===== src/rtl/pc_flag_unit_if.sv =====
// Command/status bundle between the multicycle controller side and pc_flag_unit.
// The slave modport is the PC/flag stage; the master modport is whoever drives the strobes.
interface pc_flag_unit_if #(
    parameter int WIDTH = 16
);
    logic             pcAdd;
    logic             pcJump;
    logic             pcBranch;
    logic [3:0]       flagOp;
    logic [WIDTH-1:0] immediate;
    logic [WIDTH-1:0] jumpTarget;
    logic             flagWrite;
    logic [4:0]       aluFlags;
    logic [WIDTH-1:0] pc;
    logic [WIDTH-1:0] pcLink;
    logic [4:0]       flags;
    logic             condMet;
    logic             redirect;
    logic [15:0]      takenCount;

    modport master (
        output pcAdd, pcJump, pcBranch, flagOp, immediate, jumpTarget, flagWrite, aluFlags,
        input  pc, pcLink, flags, condMet, redirect, takenCount
    );

    modport slave (
        input  pcAdd, pcJump, pcBranch, flagOp, immediate, jumpTarget, flagWrite, aluFlags,
        output pc, pcLink, flags, condMet, redirect, takenCount
    );
endinterface


===== src/rtl/pc_flag_unit.sv =====
// PC register, {N,Z,F,L,C} flag register and jump/branch condition evaluation.
// Latency: pc/flags/redirect update one edge after the strobe; pcLink and condMet are combinational.
// Backpressure: none; strobes are level-sampled every edge. PC_TAKEN_COUNT_EN adds a taken counter.
module pc_flag_unit #(
    parameter int               WIDTH    = 16,
    parameter logic [WIDTH-1:0] RESET_PC = '0
) (
    input  logic         clk,
    input  logic         reset,
    pc_flag_unit_if.slave bus
);
    localparam logic [WIDTH-1:0] ONE = {{(WIDTH-1){1'b0}}, 1'b1};

    logic [WIDTH-1:0] r_pc;
    logic [4:0]       r_flags;
    logic             r_redirect;

    logic [WIDTH-1:0] w_pc_inc;
    logic [WIDTH-1:0] w_pc_next;
    logic             w_cond;
    logic             w_taken;
    logic             w_n, w_z, w_f, w_l, w_c;

    assign w_n = r_flags[4];
    assign w_z = r_flags[3];
    assign w_f = r_flags[2];
    assign w_l = r_flags[1];
    assign w_c = r_flags[0];

    assign w_pc_inc = r_pc + ONE;

    // Always decoded against the registered flags, so a coincident flagWrite is not seen yet.
    always_comb begin
        w_cond = 1'b0;
        case (bus.flagOp)
            4'h0:    w_cond = w_z;
            4'h1:    w_cond = !w_z;
            4'h2:    w_cond = w_c;
            4'h3:    w_cond = !w_c;
            4'h4:    w_cond = w_l;
            4'h5:    w_cond = !w_l;
            4'h6:    w_cond = w_n;
            4'h7:    w_cond = !w_n;
            4'h8:    w_cond = w_f;
            4'h9:    w_cond = !w_f;
            4'hA:    w_cond = !w_l && !w_z;
            4'hB:    w_cond = w_l || w_z;
            4'hC:    w_cond = !w_n && !w_z;
            4'hD:    w_cond = w_n || w_z;
            default: w_cond = 1'b1;
        endcase
    end

    assign w_taken = (bus.pcJump || bus.pcBranch) && w_cond;

    always_comb begin
        w_pc_next = r_pc;
        if (bus.pcJump) begin
            w_pc_next = w_cond ? bus.jumpTarget : w_pc_inc;
        end else if (bus.pcBranch) begin
            w_pc_next = w_cond ? (r_pc + bus.immediate) : w_pc_inc;
        end else if (bus.pcAdd) begin
            w_pc_next = w_pc_inc;
        end
    end

    always_ff @(posedge clk) begin
        if (!reset) begin
            r_pc       <= RESET_PC;
            r_flags    <= 5'b0;
            r_redirect <= 1'b0;
        end else begin
            r_pc       <= w_pc_next;
            r_redirect <= w_taken;
            if (bus.flagWrite) begin
                r_flags <= bus.aluFlags;
            end
        end
    end

`ifdef PC_TAKEN_COUNT_EN
    logic [15:0] r_taken_cnt;

    always_ff @(posedge clk) begin
        if (!reset) begin
            r_taken_cnt <= 16'h0000;
        end else if (w_taken && (r_taken_cnt != 16'hFFFF)) begin
            r_taken_cnt <= r_taken_cnt + 16'd1;
        end
    end

    assign bus.takenCount = r_taken_cnt;
`else
    assign bus.takenCount = 16'h0000;
`endif

    assign bus.pc       = r_pc;
    assign bus.pcLink   = w_pc_inc;
    assign bus.flags    = r_flags;
    assign bus.condMet  = w_cond;
    assign bus.redirect = r_redirect;
endmodule


===== src/flat_wrapper.sv =====
// flat-port wrapper written by rule: the top's interface ports become plain ports
module pc_flag_unit_flat 
#(
    parameter int               WIDTH    = 16,
    parameter logic [WIDTH-1:0] RESET_PC = '0
)
  (clk, reset, bus_pcAdd, bus_pcJump, bus_pcBranch, bus_flagOp, bus_immediate, bus_jumpTarget, bus_flagWrite, bus_aluFlags, bus_pc, bus_pcLink, bus_flags, bus_condMet, bus_redirect, bus_takenCount);
  pc_flag_unit_if #(.WIDTH(WIDTH)) bus_i ();
  input  logic clk;
  input  logic reset;
  input wire logic [$bits(bus_i.pcAdd)-1:0] bus_pcAdd;
  input wire logic [$bits(bus_i.pcJump)-1:0] bus_pcJump;
  input wire logic [$bits(bus_i.pcBranch)-1:0] bus_pcBranch;
  input wire logic [$bits(bus_i.flagOp)-1:0] bus_flagOp;
  input wire logic [$bits(bus_i.immediate)-1:0] bus_immediate;
  input wire logic [$bits(bus_i.jumpTarget)-1:0] bus_jumpTarget;
  input wire logic [$bits(bus_i.flagWrite)-1:0] bus_flagWrite;
  input wire logic [$bits(bus_i.aluFlags)-1:0] bus_aluFlags;
  output wire logic [$bits(bus_i.pc)-1:0] bus_pc;
  output wire logic [$bits(bus_i.pcLink)-1:0] bus_pcLink;
  output wire logic [$bits(bus_i.flags)-1:0] bus_flags;
  output wire logic [$bits(bus_i.condMet)-1:0] bus_condMet;
  output wire logic [$bits(bus_i.redirect)-1:0] bus_redirect;
  output wire logic [$bits(bus_i.takenCount)-1:0] bus_takenCount;
  assign bus_i.pcAdd = bus_pcAdd;
  assign bus_i.pcJump = bus_pcJump;
  assign bus_i.pcBranch = bus_pcBranch;
  assign bus_i.flagOp = bus_flagOp;
  assign bus_i.immediate = bus_immediate;
  assign bus_i.jumpTarget = bus_jumpTarget;
  assign bus_i.flagWrite = bus_flagWrite;
  assign bus_i.aluFlags = bus_aluFlags;
  assign bus_pc = bus_i.pc;
  assign bus_pcLink = bus_i.pcLink;
  assign bus_flags = bus_i.flags;
  assign bus_condMet = bus_i.condMet;
  assign bus_redirect = bus_i.redirect;
  assign bus_takenCount = bus_i.takenCount;
  pc_flag_unit #(.WIDTH(WIDTH), .RESET_PC(RESET_PC)) u_core (.clk(clk), .reset(reset), .bus(bus_i));
endmodule

===== config.mk =====
export PLATFORM = sky130hd
export DESIGN_NAME = pc_flag_unit_flat
export DESIGN_NICKNAME = d
export VERILOG_FILES = /design/src/rtl/pc_flag_unit_if.sv /design/src/rtl/pc_flag_unit.sv /design/src/flat_wrapper.sv
export SDC_FILE = /design/constraint.sdc
export NUM_CORES = 1
export LEC_CHECK = 0
export CAP_MARGIN = 5
export CELL_PAD_IN_SITES_DETAIL_PLACEMENT = 1
export CELL_PAD_IN_SITES_GLOBAL_PLACEMENT = 2
export CORE_MARGIN = 8
export CORE_UTILIZATION = 25
export DETAILED_ROUTE_END_ITERATION = 10
export PLACE_DENSITY_LB_ADDON = 0.1
export REMOVE_ABC_BUFFERS = 1
export SLEW_MARGIN = 25
export SYNTH_ARGS = -nofsm -noshare
export SYNTH_HDL_FRONTEND = slang
export SYNTH_SLANG_ARGS = --single-unit

===== constraint.sdc =====
create_clock -name clk -period 9.05 [get_ports clk]
set_input_delay 2.715 -clock clk [delete_from_list [all_inputs] [get_ports clk]]
set_output_delay 2.715 -clock clk [all_outputs]
set_load 0.03 [all_outputs]

# After elaboration in Yosys (flattened, before gate mapping)
# Index checks and enable logic that the tools add are counted.
# word_totals
register_bits	22
input_bits	47
out_inout_bits	55
wordCells	37
# classes
n_addsub	2
n_eq_ne	13
mux	6
n_reduce_logical	13
# op_table
op	n
$mux W16	5
$eq A4 B4 Y1 const B	6
$add A16 B1 Y16 const B	1
$add A16 B16 Y16	1
$eq A4 B3 Y1 const B	4
$pmux W1 S14	1
$eq A4 B2 Y1 const B	2
$logic_not A1 Y1	5
$eq A4 B1 Y1 const B	1
$logic_not A4 Y1	1
$logic_and A1 B1 Y1	3
$logic_or A1 B1 Y1	3
$reduce_bool A3 Y1	1

# Longest topological paths before layout
# logic_depth
ltp_word	6
depth_mapped	10
mapped_depth_nobuf	9

# Worst setup path after synthesis
# No wires, ideal clock.
# synth_path
kind	input -> output
start	input bus_flagOp[1]
end	output bus_condMet
arrival_ns	3.842
required_time_ns	6.335
path_slack_ns	2.493
path_stages	7
path_buffers	2
path_cell_list	buf_4 -> nor4b_1 -> a2111oi_2 -> nor3_2 -> nor2_2 -> inv_2 -> buf_2
# synth_via
elab_chain_len	2
elab_cells_between_ends	15
# synth_lines
item	line_no	text
start: declaration	flat_wrapper.sv:14	input wire logic [$bits(bus_i.flagOp)-1:0] bus_flagOp;
$eq A4 B4 Y1, or another cell as far along	pc_flag_unit.sv:35	case (bus.flagOp)
$pmux W1 S14 *	pc_flag_unit.sv:35	
end: declaration	flat_wrapper.sv:22	output wire logic [$bits(bus_i.condMet)-1:0] bus_condMet;
# Mark *: on every way between the ends. The rest lies on a longest branch, timed or not.

# Worst setup path after layout
# layout_path
start	input bus_flagOp[2]
end	output bus_condMet
# The elaborated chain is that of the path after synthesis.

==> run metrics <==
met3 wire length=around 550 um; Antenna Cells=0; synth unique cells=65; DR WL met2=approximately 4.6 mm; clock slew at reported path FFs=80 ps; Root Driver=clkbuf_8; CTS Buf Count=3; WP data required=approximately 6300 ps; Mapped Area=roughly 0.0025 mm2; post-synthesis sequential area ratio=between 10% and 20%; min cycle time layout=about 8000 ps; hold_buf cts=0; I/O Pins=~100; worst-margin pin slew=roughly 770 ps; Wirelength per Cell=~19 um; initial cell density of the core=about a quarter; most common cell after layout, fill and taps aside=clkdlybuf4s50_1; DR iter-0 viols=approximately 80; Mapped Avg Cell Area=7.719 um2; initial antenna violation count=0; sequence of cells on the critical path=clkdlybuf4s50_1, nor3b_1, a2111oi_2, nor3_2, nor2_2, inv_2, clkdlybuf4s50_1; Fin Setup TNS=0 ps; synthesized flop and latch total=22; endpoints failing setup=0; asr flop ratio synth=0%; Skew-Pair Late Insertion Delay=between 200 and 300 ps; die footprint=0.01328 mm2; Power, Total=about 510 uW; Clock Path Buffers=2; # fillers=1174; fin crit share=slightly above 90%; Yosys warning count=0; antenna viol nets, final=0; P_leak=1.390 nW; dominant synthesized flop cell=dfxtp_1; Slew Viols, Final=0; max_slew headroom=between 40% and 50%; CP max FO=21; placer congestion estimate=approximately 0.82; RSZ-0062 raised after global routing=no; min-delay worst type=reg -> reg; grt ovf=0; pwr/cell area=about 150 mW/mm2; clock tree sinks=22; vias in the first global route=approximately 2800; post-DP HPWL=between 8 and 9 mm; Worst setup EP type=output port; Peak Freq=roughly 0.12 GHz; post-CTS resize count=0; total global-route track usage=14.61%; share of layout cells above drive strength 1=5.076%; DR vias/cell=between 5 and 6; layout net count=between 400 and 500; first-pass GRT wire length=~15 mm; P&R area growth vs syn=38.67%; drt drc=0; status=finished, final reports clean; DR top layer=met4; Chip Width=around 120 um; CORE AREA=0.009684 mm2; Post-synth EDFFs=0; detailed-router iteration count before antenna repair=4; Hold Fails Final Rpt=0; Worst Path Arrival=5490 ps; largest net degree at the start of global routing=22; Worst path most repeated cell=clkdlybuf4s50_1; Vias=2643; PortBufs=85; final core occ=35.26%; # Post-CTS Setup Buffers=0; type of the worst setup path=in -> out; H-tree levels=1; Peak supply drop=between 0.08 and 0.09 mV; Crit-path slowest cell=clkdlybuf4s50_1; most frequent cells in the layout=85 x clkdlybuf4s50_1, 29 x nand2_1, 22 x dfxtp_1; drt total wl=between 9 and 10 mm; Rows=36; cells after synthesis=319; WL met1=approximately 4.6 mm; startpoint class of the critical path=input port; Max Cap Viol=0; worst stage delay on the critical path=690 ps; CTS tree=done; Clock Skew=approximately 4.4 ps; Die Ht=115.2 um
-- through the flow --
stage | worst slack [ps] | instances | area (um2) | hold slack (ps)
2_1_floorplan | 2500 | 305 | 2326 | 619.9
3_3_place_gp | 907.4 | 523 | 3343 | 504.6
3_5_place_dp | 839.7 | 523 | 3343 | 511.7
4_1_cts | 823.6 | 527 | 3415 | 528.7
5_1_grt | 627.8 | 527 | 3415 | 542.5
6_report | 844.6 | 527 | 3415 | 531.1
-- power breakdown --
| group | switching [mW] | leakage, nW | internal (mW) |
|---|---|---|---|
| registers | 0.0222 | 0.182 | 0.108 |
| logic | 0.163 | 1.17 | 0.118 |
| clock network | 0.0353 | 0.0357 | 0.0591 |
| total | 0.220 | 1.39 | 0.285 |
-- kinds of logic (layout without fill, tap and decap cells) --
group	count (synthesis)	in the layout	share of synthesized area (%)
AND/OR/NAND/NOR	110	110	23.42
AO/OA/AOI/OAI	91	91	26.53
buffers and inverters	43	103	9.959
XOR/XNOR	26	26	9.248
flip-flops	22	22	17.89
adder cells (fa/ha/maj)	17	17	8.943
multiplexers	9	9	3.862
other	1	16	0.1523
-- cell usage after synthesis (2+ instances only) --
master | number | area share, %
nand2_1 | 29 | 4.4
o21ai_0 | 15 | 3.0
nor2_1 | 19 | 2.9
and3_1 | 7 | 1.8
nor4_1 | 2 | 0.51
or3_1 | 4 | 1.0
buf_6 | 2 | 0.91
nand4_1 | 3 | 0.76
a221oi_1 | 3 | 1.1
nand3_1 | 11 | 2.2
inv_1 | 13 | 2.0
a21o_1 | 7 | 2.1
dfxtp_1 | 22 | 18
ha_1 | 16 | 8.1
xor2_1 | 11 | 3.9
and2_1 | 2 | 0.51
a31oi_1 | 6 | 1.5
o211ai_1 | 5 | 1.5
nor2b_1 | 8 | 2.0
a2111oi_2 | 2 | 1.2
nor2_2 | 2 | 0.51
xnor2_1 | 15 | 5.3
nor4b_1 | 2 | 0.71
buf_4 | 18 | 5.5
or2_2 | 4 | 1.0
a21boi_1 | 3 | 0.91
o21ai_1 | 3 | 0.61
o22ai_1 | 8 | 2.0
mux2i_1 | 8 | 3.3
nand2b_1 | 2 | 0.51
clkbuf_1 | 7 | 1.1
o221ai_1 | 3 | 1.1
a21oi_1 | 15 | 3.0
and4_1 | 3 | 1.1
nor3_1 | 5 | 1.0
o31ai_1 | 5 | 1.5
-- worst max-delay path: cells and delay by family --
kind | cells | cell delay (ps)
AOI/OAI and AO/OA | 1 | 470
buffers and inverters | 3 | 1640
and+or+nand+nor | 3 | 660
-- sequential cells by signal, summed over array words and instances, names as in the netlist --
name and count:
u_core.bus.pc 16, u_core.bus.flags 5, u_core.bus.redirect 1
-- metal layers --
metal / vias up / global-route usage, %
met5: - / 0
met2: 76 / 24.36
met4: 0 / 1.664
li1: 1289 / -
met1: 1274 / 19.26
met3: 4 / 3.204
-- final timing paths --
check / start / cells after the start / to / slack, ps
hold reg to reg: u_core.bus.pc[15] / 2 / u_core.bus.pc[15] / 530
setup / recovery: bus_flagOp[2] / 7 / bus_condMet / 840
setup reg to reg: u_core.bus.pc[0] / 9 / u_core.bus.pc[8] / 6260
hold / removal: u_core.bus.pc[15] / 2 / u_core.bus.pc[15] / 530
-- layout make-up --
class,instances,area (um2),area share [%]
sequential,22,440.4,12.90
timing repair buffer,85,850.8,24.92
clock buffer,3,41.29,1.209
inverter,14,52.55,1.539
clock inverter,1,30.03,0.8794
multi-input combinational,269,1833,53.68
tap,133,166.4,4.874
Note: power is estimated with default switching activity, not from simulation.
